[src/rtl/axil_cfg_arbiter_if.sv]
// AXI-Lite bundle carrying N_PORT independent channels side by side.
// The arbiter uses an N_MST-wide bundle upstream and a 1-wide bundle downstream.
interface axil_cfg_arbiter_if #(
  parameter int N_PORT     = 2,
  parameter int ADDR_WIDTH = 32,
  parameter int DATA_WIDTH = 32
);
  logic [N_PORT-1:0]                     awvalid, awready;
  logic [N_PORT-1:0][ADDR_WIDTH-1:0]     awaddr;
  logic [N_PORT-1:0]                     wvalid, wready;
  logic [N_PORT-1:0][DATA_WIDTH-1:0]     wdata;
  logic [N_PORT-1:0][DATA_WIDTH/8-1:0]   wstrb;
  logic [N_PORT-1:0]                     bvalid, bready;
  logic [N_PORT-1:0][1:0]                bresp;
  logic [N_PORT-1:0]                     arvalid, arready;
  logic [N_PORT-1:0][ADDR_WIDTH-1:0]     araddr;
  logic [N_PORT-1:0]                     rvalid, rready;
  logic [N_PORT-1:0][DATA_WIDTH-1:0]     rdata;
  logic [N_PORT-1:0][1:0]                rresp;

  modport master (
    output awvalid, awaddr, wvalid, wdata, wstrb, bready, arvalid, araddr, rready,
    input  awready, wready, bvalid, bresp, arready, rvalid, rdata, rresp
  );

  modport slave (
    input  awvalid, awaddr, wvalid, wdata, wstrb, bready, arvalid, araddr, rready,
    output awready, wready, bvalid, bresp, arready, rvalid, rdata, rresp
  );
endinterface

[src/rtl/axil_cfg_arbiter.sv]
// Round-robin arbiter sharing one downstream AXI-Lite port between N_MST
// requesters. Read and write channels arbitrate independently, one
// outstanding transaction each.

// Per-requester return path: forwards downstream readies/responses only while
// this requester owns the relevant phase, zero otherwise.
module axil_cfg_arb_lane #(
  parameter int DATA_WIDTH = 32
) (
  input  logic                  aw_sel,
  input  logic                  w_sel,
  input  logic                  b_sel,
  input  logic                  ar_sel,
  input  logic                  r_sel,
  input  logic                  ds_awready,
  input  logic                  ds_wready,
  input  logic                  ds_bvalid,
  input  logic [1:0]            ds_bresp,
  input  logic                  ds_arready,
  input  logic                  ds_rvalid,
  input  logic [DATA_WIDTH-1:0] ds_rdata,
  input  logic [1:0]            ds_rresp,
  output logic                  awready,
  output logic                  wready,
  output logic                  bvalid,
  output logic [1:0]            bresp,
  output logic                  arready,
  output logic                  rvalid,
  output logic [DATA_WIDTH-1:0] rdata,
  output logic [1:0]            rresp
);
  assign awready = aw_sel & ds_awready;
  assign wready  = w_sel & ds_wready;
  assign bvalid  = b_sel & ds_bvalid;
  assign bresp   = b_sel ? ds_bresp : 2'b00;
  assign arready = ar_sel & ds_arready;
  assign rvalid  = r_sel & ds_rvalid;
  assign rdata   = r_sel ? ds_rdata : '0;
  assign rresp   = r_sel ? ds_rresp : 2'b00;
endmodule

module axil_cfg_arbiter #(
  parameter int N_MST      = 2,
  parameter int ADDR_WIDTH = 32,
  parameter int DATA_WIDTH = 32
) (
  input  logic                       clk,
  input  logic                       rst,
  axil_cfg_arbiter_if.slave          s,
  axil_cfg_arbiter_if.master         m,
  output logic                       wr_busy,
  output logic                       rd_busy,
  output logic [$clog2(N_MST)-1:0]   wr_gnt,
  output logic [$clog2(N_MST)-1:0]   rd_gnt
);
  localparam int GW = $clog2(N_MST);

  typedef enum logic [1:0] {W_IDLE, W_ADDR, W_RESP} wr_state_t;
  typedef enum logic [1:0] {R_IDLE, R_ADDR, R_DATA} rd_state_t;

  // First requester at or after ptr, wrapping modulo N_MST.
  function automatic logic [GW-1:0] rr_pick(input logic [N_MST-1:0] req,
                                            input logic [GW-1:0]    ptr);
    int j;
    rr_pick = ptr;
    for (int k = N_MST - 1; k >= 0; k--) begin
      j = (int'(ptr) + k) % N_MST;
      if (req[j]) rr_pick = GW'(j);
    end
  endfunction

  function automatic logic [GW-1:0] rr_next(input logic [GW-1:0] g);
    rr_next = GW'((int'(g) + 1) % N_MST);
  endfunction

  // ---------------- write channel ----------------
  wr_state_t        wr_state, wr_state_n;
  logic [GW-1:0]    wr_ptr, wr_ptr_n, wr_gnt_n;
  logic             aw_done, aw_done_n, w_done, w_done_n;
  logic [N_MST-1:0] wr_req;

  // AW without W is not a request: both must be offered together.
  assign wr_req = s.awvalid & s.wvalid;

  // Write state, grant, round-robin pointer and per-channel done flags.
  always_ff @(posedge clk or posedge rst) begin
    if (rst) begin
      wr_state <= W_IDLE;
      wr_ptr   <= '0;
      wr_gnt   <= '0;
      aw_done  <= 1'b0;
      w_done   <= 1'b0;
    end else begin
      wr_state <= wr_state_n;
      wr_ptr   <= wr_ptr_n;
      wr_gnt   <= wr_gnt_n;
      aw_done  <= aw_done_n;
      w_done   <= w_done_n;
    end
  end

  // Write next-state and downstream valid/ready generation.
  always_comb begin
    wr_state_n = wr_state;
    wr_ptr_n   = wr_ptr;
    wr_gnt_n   = wr_gnt;
    aw_done_n  = aw_done;
    w_done_n   = w_done;
    m.awvalid  = '0;
    m.wvalid   = '0;
    m.bready   = '0;
    case (wr_state)
      W_IDLE: begin
        if (|wr_req) begin
          wr_gnt_n   = rr_pick(wr_req, wr_ptr);
          aw_done_n  = 1'b0;
          w_done_n   = 1'b0;
          wr_state_n = W_ADDR;
        end
      end
      W_ADDR: begin
        m.awvalid[0] = !aw_done;
        m.wvalid[0]  = !w_done;
        aw_done_n    = aw_done | m.awready[0];
        w_done_n     = w_done | m.wready[0];
        if (aw_done_n && w_done_n) wr_state_n = W_RESP;
      end
      W_RESP: begin
        m.bready[0] = s.bready[wr_gnt];
        if (m.bvalid[0] && s.bready[wr_gnt]) begin
          wr_ptr_n   = rr_next(wr_gnt);
          wr_state_n = W_IDLE;
        end
      end
      default: wr_state_n = W_IDLE;
    endcase
  end

  logic [ADDR_WIDTH-1:0]   awaddr_mux;
  logic [DATA_WIDTH-1:0]   wdata_mux;
  logic [DATA_WIDTH/8-1:0] wstrb_mux;
  assign awaddr_mux  = s.awaddr[wr_gnt];
  assign wdata_mux   = s.wdata[wr_gnt];
  assign wstrb_mux   = s.wstrb[wr_gnt];
  assign m.awaddr[0] = awaddr_mux;
  assign m.wdata[0]  = wdata_mux;
  assign m.wstrb[0]  = wstrb_mux;
  assign wr_busy     = (wr_state != W_IDLE);

  // ---------------- read channel ----------------
  rd_state_t     rd_state, rd_state_n;
  logic [GW-1:0] rd_ptr, rd_ptr_n, rd_gnt_n;

  // Read state, grant and round-robin pointer.
  always_ff @(posedge clk or posedge rst) begin
    if (rst) begin
      rd_state <= R_IDLE;
      rd_ptr   <= '0;
      rd_gnt   <= '0;
    end else begin
      rd_state <= rd_state_n;
      rd_ptr   <= rd_ptr_n;
      rd_gnt   <= rd_gnt_n;
    end
  end

  // Read next-state and downstream valid/ready generation.
  always_comb begin
    rd_state_n = rd_state;
    rd_ptr_n   = rd_ptr;
    rd_gnt_n   = rd_gnt;
    m.arvalid  = '0;
    m.rready   = '0;
    case (rd_state)
      R_IDLE: begin
        if (|s.arvalid) begin
          rd_gnt_n   = rr_pick(s.arvalid, rd_ptr);
          rd_state_n = R_ADDR;
        end
      end
      R_ADDR: begin
        m.arvalid[0] = 1'b1;
        if (m.arready[0]) rd_state_n = R_DATA;
      end
      R_DATA: begin
        m.rready[0] = s.rready[rd_gnt];
        if (m.rvalid[0] && s.rready[rd_gnt]) begin
          rd_ptr_n   = rr_next(rd_gnt);
          rd_state_n = R_IDLE;
        end
      end
      default: rd_state_n = R_IDLE;
    endcase
  end

  logic [ADDR_WIDTH-1:0] araddr_mux;
  assign araddr_mux  = s.araddr[rd_gnt];
  assign m.araddr[0] = araddr_mux;
  assign rd_busy     = (rd_state != R_IDLE);

  // ---------------- per-requester return paths ----------------
  logic [N_MST-1:0]                 l_awready, l_wready, l_bvalid, l_arready, l_rvalid;
  logic [N_MST-1:0][1:0]            l_bresp, l_rresp;
  logic [N_MST-1:0][DATA_WIDTH-1:0] l_rdata;

  for (genvar i = 0; i < N_MST; i++) begin : g_lane
    logic wsel, rsel;
    assign wsel = (wr_gnt == GW'(i));
    assign rsel = (rd_gnt == GW'(i));
    axil_cfg_arb_lane #(.DATA_WIDTH(DATA_WIDTH)) u_lane (
      .aw_sel     (wsel && wr_state == W_ADDR && !aw_done),
      .w_sel      (wsel && wr_state == W_ADDR && !w_done),
      .b_sel      (wsel && wr_state == W_RESP),
      .ar_sel     (rsel && rd_state == R_ADDR),
      .r_sel      (rsel && rd_state == R_DATA),
      .ds_awready (m.awready[0]),
      .ds_wready  (m.wready[0]),
      .ds_bvalid  (m.bvalid[0]),
      .ds_bresp   (m.bresp[0]),
      .ds_arready (m.arready[0]),
      .ds_rvalid  (m.rvalid[0]),
      .ds_rdata   (m.rdata[0]),
      .ds_rresp   (m.rresp[0]),
      .awready    (l_awready[i]),
      .wready     (l_wready[i]),
      .bvalid     (l_bvalid[i]),
      .bresp      (l_bresp[i]),
      .arready    (l_arready[i]),
      .rvalid     (l_rvalid[i]),
      .rdata      (l_rdata[i]),
      .rresp      (l_rresp[i])
    );
  end

  assign s.awready = l_awready;
  assign s.wready  = l_wready;
  assign s.bvalid  = l_bvalid;
  assign s.bresp   = l_bresp;
  assign s.arready = l_arready;
  assign s.rvalid  = l_rvalid;
  assign s.rdata   = l_rdata;
  assign s.rresp   = l_rresp;
endmodule

[src/flat_wrapper.sv]
// flat-port wrapper written by rule: the top's interface ports become plain ports
module axil_cfg_arbiter_flat 
#(
  parameter int N_MST      = 2,
  parameter int ADDR_WIDTH = 32,
  parameter int DATA_WIDTH = 32
)
  (clk, rst, wr_busy, rd_busy, wr_gnt, rd_gnt, s_awvalid, s_awaddr, s_wvalid, s_wdata, s_wstrb, s_bready, s_arvalid, s_araddr, s_rready, s_awready, s_wready, s_bvalid, s_bresp, s_arready, s_rvalid, s_rdata, s_rresp, m_awvalid, m_awaddr, m_wvalid, m_wdata, m_wstrb, m_bready, m_arvalid, m_araddr, m_rready, m_awready, m_wready, m_bvalid, m_bresp, m_arready, m_rvalid, m_rdata, m_rresp);
  axil_cfg_arbiter_if #(.N_PORT(2), .ADDR_WIDTH(ADDR_WIDTH), .DATA_WIDTH(DATA_WIDTH)) s_i ();
  axil_cfg_arbiter_if #(.N_PORT(1), .ADDR_WIDTH(ADDR_WIDTH), .DATA_WIDTH(DATA_WIDTH)) m_i ();
  input  logic clk;
  input  logic rst;
  output logic wr_busy;
  output logic rd_busy;
  output logic [$clog2(N_MST)-1:0] wr_gnt;
  output logic [$clog2(N_MST)-1:0] rd_gnt;
  input wire logic [$bits(s_i.awvalid)-1:0] s_awvalid;
  input wire logic [$bits(s_i.awaddr)-1:0] s_awaddr;
  input wire logic [$bits(s_i.wvalid)-1:0] s_wvalid;
  input wire logic [$bits(s_i.wdata)-1:0] s_wdata;
  input wire logic [$bits(s_i.wstrb)-1:0] s_wstrb;
  input wire logic [$bits(s_i.bready)-1:0] s_bready;
  input wire logic [$bits(s_i.arvalid)-1:0] s_arvalid;
  input wire logic [$bits(s_i.araddr)-1:0] s_araddr;
  input wire logic [$bits(s_i.rready)-1:0] s_rready;
  output wire logic [$bits(s_i.awready)-1:0] s_awready;
  output wire logic [$bits(s_i.wready)-1:0] s_wready;
  output wire logic [$bits(s_i.bvalid)-1:0] s_bvalid;
  output wire logic [$bits(s_i.bresp)-1:0] s_bresp;
  output wire logic [$bits(s_i.arready)-1:0] s_arready;
  output wire logic [$bits(s_i.rvalid)-1:0] s_rvalid;
  output wire logic [$bits(s_i.rdata)-1:0] s_rdata;
  output wire logic [$bits(s_i.rresp)-1:0] s_rresp;
  output wire logic [$bits(m_i.awvalid)-1:0] m_awvalid;
  output wire logic [$bits(m_i.awaddr)-1:0] m_awaddr;
  output wire logic [$bits(m_i.wvalid)-1:0] m_wvalid;
  output wire logic [$bits(m_i.wdata)-1:0] m_wdata;
  output wire logic [$bits(m_i.wstrb)-1:0] m_wstrb;
  output wire logic [$bits(m_i.bready)-1:0] m_bready;
  output wire logic [$bits(m_i.arvalid)-1:0] m_arvalid;
  output wire logic [$bits(m_i.araddr)-1:0] m_araddr;
  output wire logic [$bits(m_i.rready)-1:0] m_rready;
  input wire logic [$bits(m_i.awready)-1:0] m_awready;
  input wire logic [$bits(m_i.wready)-1:0] m_wready;
  input wire logic [$bits(m_i.bvalid)-1:0] m_bvalid;
  input wire logic [$bits(m_i.bresp)-1:0] m_bresp;
  input wire logic [$bits(m_i.arready)-1:0] m_arready;
  input wire logic [$bits(m_i.rvalid)-1:0] m_rvalid;
  input wire logic [$bits(m_i.rdata)-1:0] m_rdata;
  input wire logic [$bits(m_i.rresp)-1:0] m_rresp;
  assign s_i.awvalid = s_awvalid;
  assign s_i.awaddr = s_awaddr;
  assign s_i.wvalid = s_wvalid;
  assign s_i.wdata = s_wdata;
  assign s_i.wstrb = s_wstrb;
  assign s_i.bready = s_bready;
  assign s_i.arvalid = s_arvalid;
  assign s_i.araddr = s_araddr;
  assign s_i.rready = s_rready;
  assign s_awready = s_i.awready;
  assign s_wready = s_i.wready;
  assign s_bvalid = s_i.bvalid;
  assign s_bresp = s_i.bresp;
  assign s_arready = s_i.arready;
  assign s_rvalid = s_i.rvalid;
  assign s_rdata = s_i.rdata;
  assign s_rresp = s_i.rresp;
  assign m_awvalid = m_i.awvalid;
  assign m_awaddr = m_i.awaddr;
  assign m_wvalid = m_i.wvalid;
  assign m_wdata = m_i.wdata;
  assign m_wstrb = m_i.wstrb;
  assign m_bready = m_i.bready;
  assign m_arvalid = m_i.arvalid;
  assign m_araddr = m_i.araddr;
  assign m_rready = m_i.rready;
  assign m_i.awready = m_awready;
  assign m_i.wready = m_wready;
  assign m_i.bvalid = m_bvalid;
  assign m_i.bresp = m_bresp;
  assign m_i.arready = m_arready;
  assign m_i.rvalid = m_rvalid;
  assign m_i.rdata = m_rdata;
  assign m_i.rresp = m_rresp;
  axil_cfg_arbiter #(.N_MST(N_MST), .ADDR_WIDTH(ADDR_WIDTH), .DATA_WIDTH(DATA_WIDTH)) u_core (.clk(clk), .rst(rst), .s(s_i), .m(m_i), .wr_busy(wr_busy), .rd_busy(rd_busy), .wr_gnt(wr_gnt), .rd_gnt(rd_gnt));
endmodule
[config.mk]
export PLATFORM = sky130hd
export DESIGN_NAME = axil_cfg_arbiter_flat
export DESIGN_NICKNAME = d
export VERILOG_FILES = /design/src/rtl/axil_cfg_arbiter_if.sv /design/src/rtl/axil_cfg_arbiter.sv /design/src/flat_wrapper.sv
export SDC_FILE = /design/constraint.sdc
export NUM_CORES = 1
export LEC_CHECK = 0
export CAP_MARGIN = 25
export CORE_AREA = 4 4 169 171
export DETAILED_ROUTE_END_ITERATION = 7
export DIE_AREA = 0 0 173 175
export PLACE_DENSITY = 0.53
export RECOVER_POWER = 50
export SETUP_SLACK_MARGIN = 0.15
export SLEW_MARGIN = 20
export SYNTH_ARGS = -nofsm -noshare
export SYNTH_HDL_FRONTEND = slang
export SYNTH_SLANG_ARGS = --single-unit
[constraint.sdc]
create_clock -name clk -period 1.4 [get_ports clk]
set_input_delay 0.28 -clock clk [delete_from_list [all_inputs] [get_ports clk]]
set_output_delay 0.28 -clock clk [all_outputs]
set_load 0.02 [all_outputs]
# After elaboration in Yosys (flattened, before gate mapping)
# Index checks and enable logic that the tools add are counted.
# word_totals
reg_bits	10
out_inout_bits	191
# classes
n_addsub	4
order_cmp	6
n_eq_ne	10
n_mux	48
bitwise_logic	17
n_reduce_logical	31
# op_table
cell	n
$mux 32	8
$mux 1	24
$mux 2	10
$logic_and 1x1->1	15
$pmux 2 s3	2
$and 1x1->1	10
$ne 2x1->1 const B	5
$reduce_and 2->1	5
$lt 1x2->1 const B	4
$mux 4	2
$lt 2x3->1 const B	2
$reduce_and 3->1	2
$reduce_bool 2->1	3
$add 1x1->1 const B	4
$eq 2x1->1 const B	2
$eq 2x2->1 const B	2
$logic_not 2->1	2
$pmux 1 s2	2
$reduce_or 2->1	2
$and 1x1->1 const A	2
$and 2x2->2	1
$logic_not 1->1	2
$ne 2x2->1 const B	1
$not 1->1	2
$or 1x1->1	2

# Longest topological paths before layout
# Gate-level depths: netlist of the first run.
# logic_depth
depth_word	7
ltp_mapped	5
mapped_depth_nobuf	3

# Modules after synthesis
# A second synthesis of the first run with hierarchy kept.
# hier_totals
cells_unflattened	264
hier_area_um2	2436.1
# by_module_without_submodules
module	n_inst	cells_each	area_each_um2
axil_cfg_arbiter	1	176	1805.5
axil_cfg_arb_lane	2	44	315.3

# Least setup slack after synthesis of the first run
# OpenSTA, ideal clock, no wires.
# synth_path
kind	reg-to-output
startpoint	register u_core.wr_gnt
endpoint	output port s_bresp[0]
t_arrival_ps	1370
required_ps	1120
path_slack_ps	-250
path_stages_with_launch	5
path_buffers	3
path_cell_list	dfrtp_1 > buf_6 > buf_6 > buf_6 > nor3_1
# synth_via
elab_chain_len	3
# synth_rtl
element	line	source
start, declared	axil_cfg_arbiter.sv:53	output logic [$clog2(N_MST)-1:0] wr_gnt,
start signal, assigned	axil_cfg_arbiter.sv:96	wr_gnt <= wr_gnt_n;
$not 1->1	axil_cfg_arbiter.sv:208	assign wsel = (wr_gnt == GW'(i));
$logic_and 1x1->1	axil_cfg_arbiter.sv:213	.b_sel (wsel && wr_state == W_RESP),
$mux 2	axil_cfg_arbiter.sv:35	assign bresp = b_sel ? ds_bresp : 2'b00;
end, declared	flat_wrapper.sv:29	output wire logic [$bits(s_i.bresp)-1:0] s_bresp;
# Every way passes these cells.

# Worst setup path in the final report of the first run
# layout_path
startpoint	register u_core.wr_gnt
endpoint	output port m_wstrb[2]
# layout_via
elab_chain_len	2
# layout_rtl
element	line	source
$mux 4 (not written as such) (2 in a row)	axil_cfg_arbiter.sv:144	assign wstrb_mux = s.wstrb[wr_gnt];
end, declared	flat_wrapper.sv:38	output wire logic [$bits(m_i.wstrb)-1:0] m_wstrb;
# Every way passes these cells. The select of a mux whose other input is x is not followed.

==> results.toml, run 1 <==
[yosys]
synth_xor_area_share_pct = 0
synth_simple_gate_area_share_pct = 27.6
muxShareOfSynthArea_pct = 47.9
synth_compound_area_share_pct = 3.45
netlist_instances = 275
synth_cell_types = 31
avgSynthCellArea_um2 = 9.10
synth_fp_nets = 528
synthAdderAreaFrac_pct = 0
syn_area_um2 = 2500
ys_seq_area_share_pct = 10.0
ys.warnings.count = 0
synth_top_family_by_area = "multiplexers"
ys_seq_elements = 10

[routing]
vias = 3998
wl_per_cell_um = 16.9
drc = 0
detail_route.first_pass.iterations = 4
drt_iter0_markers = 51
routed_via_density = 3.55
final_antenna_net_count = 0
drt-total-wl_um = 19000

[pwr]
p_int_mw = 8.27
finalPower_mw = 13.8
peakVddDrop_mv = 0.535
power_frac_comb_pct = 91.2
pwr-share-seq_pct = 4.7
p_sw_share_pct = 40.3
clockPowerShare_pct = 4.1
cellLeakagePower_nw = 4.01
power.density_nw_per_um2 = 1540
switchingPower_mw = 5.57

[flow_run]
cap_viol_max_count = 0

[floorplanning]
coreArea_um2 = 26900
core.rowCount = 60
die_area_um2 = 30300
die_x_um = 173
io_pins = 444
dieHeight_um = 175
initial_core_util_pct = 9.31

[timing]
layout_min_cycle_time_ns = 1.88
setup_tns_ns = -67.25
setup_viol = 193
rsz0062_at_grt = "true"
max_slew_margin_pct = 66.7
worst_slew_pin_slew_ns = 0.498
max_freq_mhz = 532
slew_viol_final = 0
fin_crit_sh_pct = 134
hold_violations = 0
worst_slack_ns = -0.480
final.setup_skew_ns = 0.000159

[global_routing]
grt_use_met1_pct = 11.4
antenna_found_initial = 1
grt_first_pass_wirelength_um = 25700
grt_use_met3_pct = 4.11
grt_pass1_vias = 4218
grt-ovfl-total = 0
grt_start_max_net_pins = 25
use_met2_pct = 20.5
grt_busiest_layer = "met2"
grt_usage_pct = 10.8

[layout]
diodes = 0
drive_above_1_share_pct = 61.8
area_growth_pct = 259
fillers = 2746
fin_cells = 1126
num-nets-final = 1039

[setup_path]
start_kind = "flop"
crit_path_cell_trace = "buf_12 -> clkbuf_16 -> buf_6 -> mux2_4 -> buf_6"
cp_max_fo = 5
crit_path_frequent_cell = "buf_6"
worst_ep_required_time_ns = 1.12
cp_slowest_stage_delay_ns = 0.50
endpoint_kind = "output port"
cp_slowest_cell = "dfrtp_4"
cp_data_arrival_time_ns = 1.60
crit_type = "flop to output port"

[worst_hold_path]
hold_class = "flop to flop"

[placement]
dp.cells = 1068
portBuffers = 443
place.gp.congestion = 0.780
hpwlAfterDp_um = 15300

[clock_tree]
cts_hold_buffers = 0
cts_sinks = 10
tritoncts = "done"
clk-insertion-delay-late_ns = 0.24
root_buffer = "clkbuf_16"
cts_inserted_buffers = 3
htreeDepth = 1
cts_buffer_depth = 2
path_clk_slew_ns = 0.04

[run_status]
violations = "negative setup slack"
status = "complete, but fails checks"
[per-layer routing]
metal / vias up / share of wire [%]
li1: 1954 / -
met3: 22 / 8.0
met2: 219 / 53
met1: 1803 / 37
met4: 0 / 1.8
met5: - / 0
[per-stage QoR]
stage               util (%)  worst slack (ns)  cell area (um^2)  hold slack, ns
finish                  33.4            -0.480              8980           0.501
global route            33.4            -0.521              8980           0.512
CTS                     29.9            -0.490              8030           0.388
detailed placement      29.2            -0.570              7840           0.504
global placement        29.2            -0.583              7840           0.493
floorplan                  -           -0.0636              2920           0.120
[state kept, by name, indices dropped and copies added (netlist names)]
signal and flops:
u_core.rd_ptr 1, u_core.wr_ptr 1, u_core.wr_gnt 1, u_core.wr_state 2
u_core.rd_state 2, u_core.rd_gnt 1, u_core.w_done 1, u_core.aw_done 1
[synth_stat cells]
library cell,count,area (um^2)
nor2_8,1,20.0
nor3b_2,2,25.0
nand2b_1,2,12.5
o22ai_1,1,6.26
a21oi_1,4,20.0
nor2_1,14,52.6
buf_4,13,97.6
mux2_2,89,1000
a211oi_1,1,7.51
nor3_1,4,20.0
o2bb2ai_1,1,8.76
mux2_4,11,165
nor2_4,1,11.3
dfrtp_1,10,250
o31ai_1,2,15.0
a21o_1,1,7.51
inv_2,1,3.75
and2_1,70,438
buf_2,6,30.0
a31oi_1,1,6.26
inv_1,3,11.3
nand2_1,9,33.8
nor3_2,1,10.0
nand3b_1,1,7.51
buf_6,12,135
nor2b_1,4,25.0
o21ai_0,3,15.0
and3_1,2,12.5
nand2b_4,1,13.8
mux2i_1,3,30.0
or2_4,1,8.76
[power by group through the flow]
stage	sequential, mW	clock [mW]	combinational [mW]
6_report	0.645	0.568	12.6
3_3_place_gp	0.683	0	9.89
4_1_cts	0.677	0.596	10.2
2_1_floorplan	0.599	0	5.69
5_1_grt	0.671	0.615	13.3
3_5_place_dp	0.688	0	9.85
[critical path, delay by kind of cell, from the launching register on]
kind	cells	cell delay (ns)
buf+inv	4	0.56
flops	1	0.50
mux	1	0.30
[area by class of cell]
class,instances,area [um^2],area share [%]
Inverter,4,20.0,0.223
Clock buffer,4,88.8,0.989
Timing Repair Buffer,537,5720,63.6
Tap cell,341,427,4.75
Multi-Input combinational cell,230,2470,27.5
Sequential cell,10,258,2.87
[timing repair]
item	in CTS	in global routing
pin swaps	2	11
setup endpoints to repair	200	200
resized for setup	734	433
buffers inserted	17	25
endpoints found under the hold margin	0	0
gates cloned	5	7
[worst paths after layout]
check	startpoint	to	slack (ns)	cells past startpoint
max	u_core.wr_gnt$_DFFE_PP0P_	m_wstrb[2]	-0.48	5
min in group asynchronous	rst	u_core.rd_state[0]$_DFFE_PP0P_	0.51	2
min reg2reg	u_core.rd_ptr$_DFFE_PP0P_	u_core.rd_ptr$_DFFE_PP0P_	0.50	2
min	u_core.rd_ptr$_DFFE_PP0P_	u_core.rd_ptr$_DFFE_PP0P_	0.50	2
max reg2reg	u_core.wr_gnt$_DFFE_PP0P_	u_core.wr_ptr$_DFFE_PP0P_	-0.11	6
max in group asynchronous	rst	u_core.wr_gnt$_DFFE_PP0P_	0.51	2
[cell usage in the layout, fill, tap and decap left out, types with 2 or more instances in the layout]
cell type	n
buf_4	61
nor3b_4	2
inv_1	3
nor2_4	6
clkbuf_16	9
and3_1	2
clkdlybuf4s50_1	251
nor2_1	6
nor2b_1	3
mux2_4	50
dlygate4sd2_1	6
buf_6	181
a21oi_1	3
buf_8	4
nor2_2	3
buf_12	14
mux2_2	50
nand2b_4	2
clkbuf_2	2
dfrtp_1	6
nor3_4	3
nand2_1	7
buf_16	4
mux2i_4	2
and2_4	70
dfrtp_2	3
buf_2	7
[cells by family after synthesis]
kind of cell / after synthesis
simple gates: 113
mux: 103
flops: 10
compound gates: 14
buf+inv: 35
(Power assumes the default switching activity.)
==> run 2, diff against run 1 <==
PLACE_DENSITY = not set   (was 0.53)
==> run 2 against run 1 <==
The run still ends with negative setup slack left. Utilization decreased by 1.1 points. Clock power hardly changed. Cell count rose by 0.36%. Fmax down 1.2%. Clock-buffer cell count unchanged. Register-to-register slack about the same. Power down 3.5%. Flip-flop and latch count stayed put. Sequential power rose by 3.3%. Via count grew 0.88%. Global-route usage shrank 0.36 points.
==> results.toml, run 2 (synthesis results as in run 1) <==
[setup_path]
crit_start = "u_core.rd_gnt$_DFFE_PP0P_"
crit_path_cell_trace = "buf_4 -> inv_6 -> nor2_8 -> buf_4 -> buf_16 -> buf_4 -> and2_4 -> buf_4"
crit_type = "flop to output port"
worst_ep_required_time_ns = 1.12
cp_slowest_stage_delay_ns = 0.42
crit_path_frequent_cell = "buf_4"
start_kind = "flop"
critPathTopFamily = "buffers and inverters"
cp_data_arrival_time_ns = 1.62
rr_startpoint = "u_core.wr_gnt$_DFFE_PP0P_"
cp_slowest_cell = "dfrtp_2"
critPathBufInv = 6
endpoint_kind = "output port"
cp_max_fo = 8

[timing]
setup_viol = 194
max_freq_mhz = 526
fin_crit_sh_pct = 136
final.setup_skew_ns = 0.000232
slew_viol_final = 0
layout_min_cycle_time_ns = 1.90
max_slew_margin_pct = 69.8
hold_violations = 0
worst_slack_ns = -0.502
rsz0062_at_grt = "true"
worst_slew_pin_slew_ns = 0.452
setup_tns_ns = -69.49

[layout]
num-nets-final = 1043
final_cell_mix = "clkdlybuf4s50_1 (251), buf_6 (131), buf_4 (102)"
diodes = 0
reg.largest.list = "u_core.rd_state: 2 flops, u_core.wr_state: 2 flops"
stdcell_area_um2 = 8700
multi_input_area_um2 = 2480
fin_cells = 1130
ff_latch_area_um2 = 258
fillers = 2790
postLayoutCoreUtil_pct = 32.4
drive_above_1_share_pct = 62.9
layout_commonest_cell = "clkdlybuf4s50_1"
area_growth_pct = 248

[routing]
detail_route.first_pass.iterations = 3
final_antenna_net_count = 0
wl_per_cell_um = 16.3
drt-total-wl_um = 18400
drc = 0
vias = 4033
drt_iter0_markers = 38
routed_via_density = 3.57

[pwr]
peakVddDrop_mv = 0.520
switchingPower_mw = 5.48
pwr-share-seq_pct = 5.0
clockPowerShare_pct = 4.3
power.density_nw_per_um2 = 1540
cellLeakagePower_nw = 3.96
p_sw_share_pct = 41.0
power_frac_comb_pct = 90.8
p_int_mw = 7.88

[placement]
place.gp.congestion = 0.785
hpwlAfterDp_um = 14900
dp.cells = 1067
dp_slack_ns = -0.662
dpl_cell_area_um2 = 7880
portBuffers = 443

[run_status]
status = "complete, but fails checks"
violations = "negative setup slack"

[global_routing]
grt-ovfl-total = 0
grt_first_pass_wirelength_um = 25200
grt_usage_pct = 10.5
grt_pass1_vias = 4209
antenna_found_initial = 1
grt_start_max_net_pins = 27

[worst_hold_path]
hold_class = "primary input to async pin"

[clock_tree]
tritoncts = "done"
clk-insertion-delay-late_ns = 0.24
cts_buffer_depth = 2
cts_inserted_buffers = 3
path_clk_slew_ns = 0.04
cts_sinks = 10
root_buffer = "clkbuf_16"
htreeDepth = 1

[floorplanning]
coreArea_um2 = 26900
core.rowCount = 60
die_x_um = 173
die_area_um2 = 30300
io_pins = 444
initial_core_util_pct = 9.31
dieHeight_um = 175

[flow_run]
cap_viol_max_count = 0
==> run 2: final timing paths <==
check                                            endpoint  slack [ns]  cells after the start
max reg2reg                     u_core.wr_ptr$_DFFE_PP0P_       -0.12                      6
max in group asynchronous       u_core.wr_gnt$_DFFE_PP0P_        0.56                      2
min                        u_core.rd_state[0]$_DFFE_PP0P_        0.49                      2
min in group clk                u_core.wr_ptr$_DFFE_PP0P_        0.52                      2
min reg2reg                     u_core.wr_ptr$_DFFE_PP0P_        0.52                      2
max                                           s_rdata[33]       -0.50                      8
==> run 2: power by group through the flow <==
stage | registers, mW | clock network (mW) | logic (mW)
floorplan | 0.599 | 0 | 5.69
global placement | 0.647 | 0 | 10.1
detailed placement | 0.648 | 0 | 10.1
CTS | 0.660 | 0.600 | 10.1
global route | 0.689 | 0.622 | 12.8
finish | 0.666 | 0.569 | 12.1
==> run 2: metrics by stage <==
step                hold WS [ns]  power [mW]
floorplan                  0.120        6.29
finish                     0.486        13.4
global placement           0.508        10.7
global route               0.538        14.1
CTS                        0.380        11.4
detailed placement         0.515        10.7
==> run 2: timing repair <==
action                                  in CTS  in global routing
setup buffers                               25                 25
endpoints found under the setup margin     199                199
gates cloned                                 4                  5
gates resized for setup                    712                373
hold buffers                                 0                  0
pin swaps                                    2                 12
==> run 2: layer usage <==
metal,vias up,share of wire [%],track usage (%)
li1,1968,-,-
met1,1846,38,11.5
met2,205,53,19.6
met3,14,8.3,4.07
met4,0,1.0,1.50
met5,-,0,0
==> run 2: area by class of cell <==
type | instances | area share (%)
tap | 341 | 4.91
multi-input combinational | 230 | 28.5
timing repair buffer | 541 | 62.4
sequential | 10 | 2.96
clock buffer | 4 | 1.02
inverter | 4 | 0.230
==> run 3, diff against run 2 <==
CORE_AREA = 4 4 172 174   (was 4 4 169 171)
DIE_AREA = 0 0 176 178   (was 0 0 173 175)
REMOVE_ABC_BUFFERS = 1   (was not set)
SYNTH_HIERARCHICAL = 1   (was not set)
TNS_END_PERCENT = 20   (was not set)
==> run 3 against run 2 <==
Synthesized cell count down 4.0%. Largest power group unchanged. Area after synthesis decreased by 2.7%. Register-to-register slack worse by 0.10 ns. Non-clock buffer count down 35. Clock skew hardly changed. The flow still finishes with violations (negative setup slack). Critical path type unchanged. Critical endpoint is now s_rdata[54]. Clock-buffer cell count stayed put. Via count grew 0.64%. Worst hold slack worse by 0.034 ns. Highest routed layer is now met5.
==> results.toml, run 3 <==
[yosys]
ys_seq_area_share_pct = 10.3
yosys.area.top_type = "mux2_1"
netlist_instances = 264
ys.warnings.count = 6
syn_area_um2 = 2440
yosysMostFrequentCell = "mux2_1"
avgSynthCellArea_um2 = 9.23
synth-edff-count = 0
synth_area_leaders = "mux2_1 (42%), and2_2 (22%), dfrtp_1 (10%)"
synthTopCellsByCount = "mux2_1 (91), and2_2 (70), and2_1 (14)"
synth_top_area_share_pct = 42.1
ys_async_sr_fraction_pct = 100
synth_cell_types = 28
synthFlopType = "dfrtp_1"
ys_seq_elements = 10

[timing]
slew_viol_final = 0
max_freq_mhz = 546
layout_min_cycle_time_ns = 1.83
worst_slack_ns = -0.431
fin_crit_sh_pct = 131
hold_violations = 0
setup_tns_ns = -65.07
max_slew_margin_pct = 78.6
setup_viol = 192
rsz0062_at_grt = "true"
final.setup_skew_ns = 0.000361
worst_slew_pin_slew_ns = 0.320

[pwr]
peakVddDrop_mv = 0.565
finalPower_mw = 11.5
power.density_nw_per_um2 = 1410
cellLeakagePower_nw = 3.55

[floorplanning]
io_pins = 444
die_x_um = 176
core.rowCount = 61
die_area_um2 = 31300
coreArea_um2 = 27800
initial_core_util_pct = 8.77
dieHeight_um = 178

[layout]
num-nets-final = 1010
reg.largest.list = "u_core/rd_state: 2 flops, u_core/wr_state: 2 flops"
layout_commonest_cell = "clkdlybuf4s50_1"
diodes = 0
postLayoutCoreUtil_pct = 29.4
drive_above_1_share_pct = 53.6
final_cell_mix = "clkdlybuf4s50_1 (251), buf_6 (126), buf_2 (69)"
stdcell_area_um2 = 8150
area_growth_pct = 235

[clock_tree]
clk-insertion-delay-late_ns = 0.24
htreeDepth = 1
root_buffer = "clkbuf_16"
tritoncts = "done"
cts_buffer_depth = 2
cts_sinks = 10
path_clk_slew_ns = 0.05
cts_inserted_buffers = 3

[routing]
wl_per_cell_um = 18.2
drt_iter0_markers = 50
final_antenna_net_count = 0
drc = 0
vias = 4059
drt-total-wl_um = 20700
detail_route.first_pass.iterations = 4
routed_via_density = 3.58

[setup_path]
endpoint_kind = "output port"
start_kind = "flop"
worst_ep_required_time_ns = 1.12
cp_data_arrival_time_ns = 1.55
cp_max_fo = 7
crit_type = "flop to output port"

[run_status]
violations = "negative setup slack"
status = "complete, but fails checks"

[global_routing]
grt_start_max_net_pins = 35
grt_usage_pct = 11.6
grt-ovfl-total = 0
grt_first_pass_wirelength_um = 27600
grt_pass1_vias = 4495
antenna_found_initial = 3

[placement]
dpl_cell_area_um2 = 7520
dp_slack_ns = -0.624
hpwlAfterDp_um = 17400
place.gp.congestion = 0.790
portBuffers = 443

[flow_run]
cap_viol_max_count = 0

[worst_hold_path]
hold_class = "primary input to async pin"
[run 3: cell types whose count changed in the layout (fill, tap and decap cells not counted), sizes merged, moves of 2 or more]
cell and delta:
buf -29, clkbuf -6, and3 -2, and2 +14, nor2 -4, nand2 -5
[run 3: kinds of logic (layout without fill, tap and decap cells)]
group | after synthesis | count (layout) | synth area share, %
AND/OR/NAND/NOR | 115 | 115 | 31.5
multiplexers | 103 | 103 | 47.7
buffers and inverters | 22 | 514 | 7.09
AO/OA/AOI/OAI | 14 | 14 | 3.44
flip-flops | 10 | 10 | 10.3
[run 3: worst paths after layout]
check | from | endpoint | slack [ns] | cells after the start
max | u_core/rd_state[0]$_DFFE_PP0P_ | s_rdata[54] | -0.43 | 7
min | rst | u_core/aw_done$_DFFE_PP0P_ | 0.45 | 2
max reg2reg | u_core/wr_gnt$_DFFE_PP0P_ | u_core/wr_ptr$_DFFE_PP0P_ | -0.22 | 5
min reg2reg | u_core/rd_ptr$_DFFE_PP0P_ | u_core/rd_ptr$_DFFE_PP0P_ | 0.50 | 2
max in group asynchronous | rst | u_core/rd_gnt$_DFFE_PP0P_ | 0.37 | 3
min in group clk | u_core/rd_ptr$_DFFE_PP0P_ | u_core/rd_ptr$_DFFE_PP0P_ | 0.50 | 2
[run 3: area by class of cell]
type	count	area, um^2
Timing Repair Buffer	506	5000
Multi-Input combinational cell	232	2320
Sequential cell	10	255
Fill cell	3010	19600
Tap cell	378	473
Clock buffer	4	88.8
Inverter	4	20.0
[run 3: through the flow]
stage | hold slack [ns] | std cells
detailed placement | 0.509 | 1107
floorplan | 0.120 | 246
global placement | 0.498 | 1107
global route | 0.489 | 1134
finish | 0.452 | 1134
CTS | 0.358 | 1126
[run 3: report_power, final]
group / internal (mW) / switching (mW) / total (mW)
Combinational: 5.51 / 4.79 / 10.3
Sequential: 0.444 / 0.158 / 0.602
Clock: 0.431 / 0.147 / 0.578
Total: 6.39 / 5.10 / 11.5
[run 3: layer usage]
| layer | global-route usage [%] | vias to the layer above | share of wire [%] |
|---|---|---|---|
| met5 | 0 | - | 0.14 |
| met4 | 0.780 | 6 | 0.44 |
| met3 | 4.85 | 12 | 11 |
| met2 | 24.2 | 270 | 57 |
| met1 | 10.9 | 1878 | 32 |
| li1 | - | 1893 | - |
[run 3: critical path, cell delays in order (launching register included)]
cell      delay, ns
dfrtp_1        0.37
nand2b_4       0.17
nor2_4         0.17
buf_12         0.14
buf_12         0.12
buf_6          0.09
and2_4         0.13
buf_6          0.11
[run 3: timing repair]
item | 4_1_cts | 5_1_grt
cloned | 3 | 5
resized for setup | 747 | 334
endpoints found under the setup margin | 199 | 200
pin swaps | 1 | 10
buffers inserted | 12 | 3
hold buffers | 0 | 0
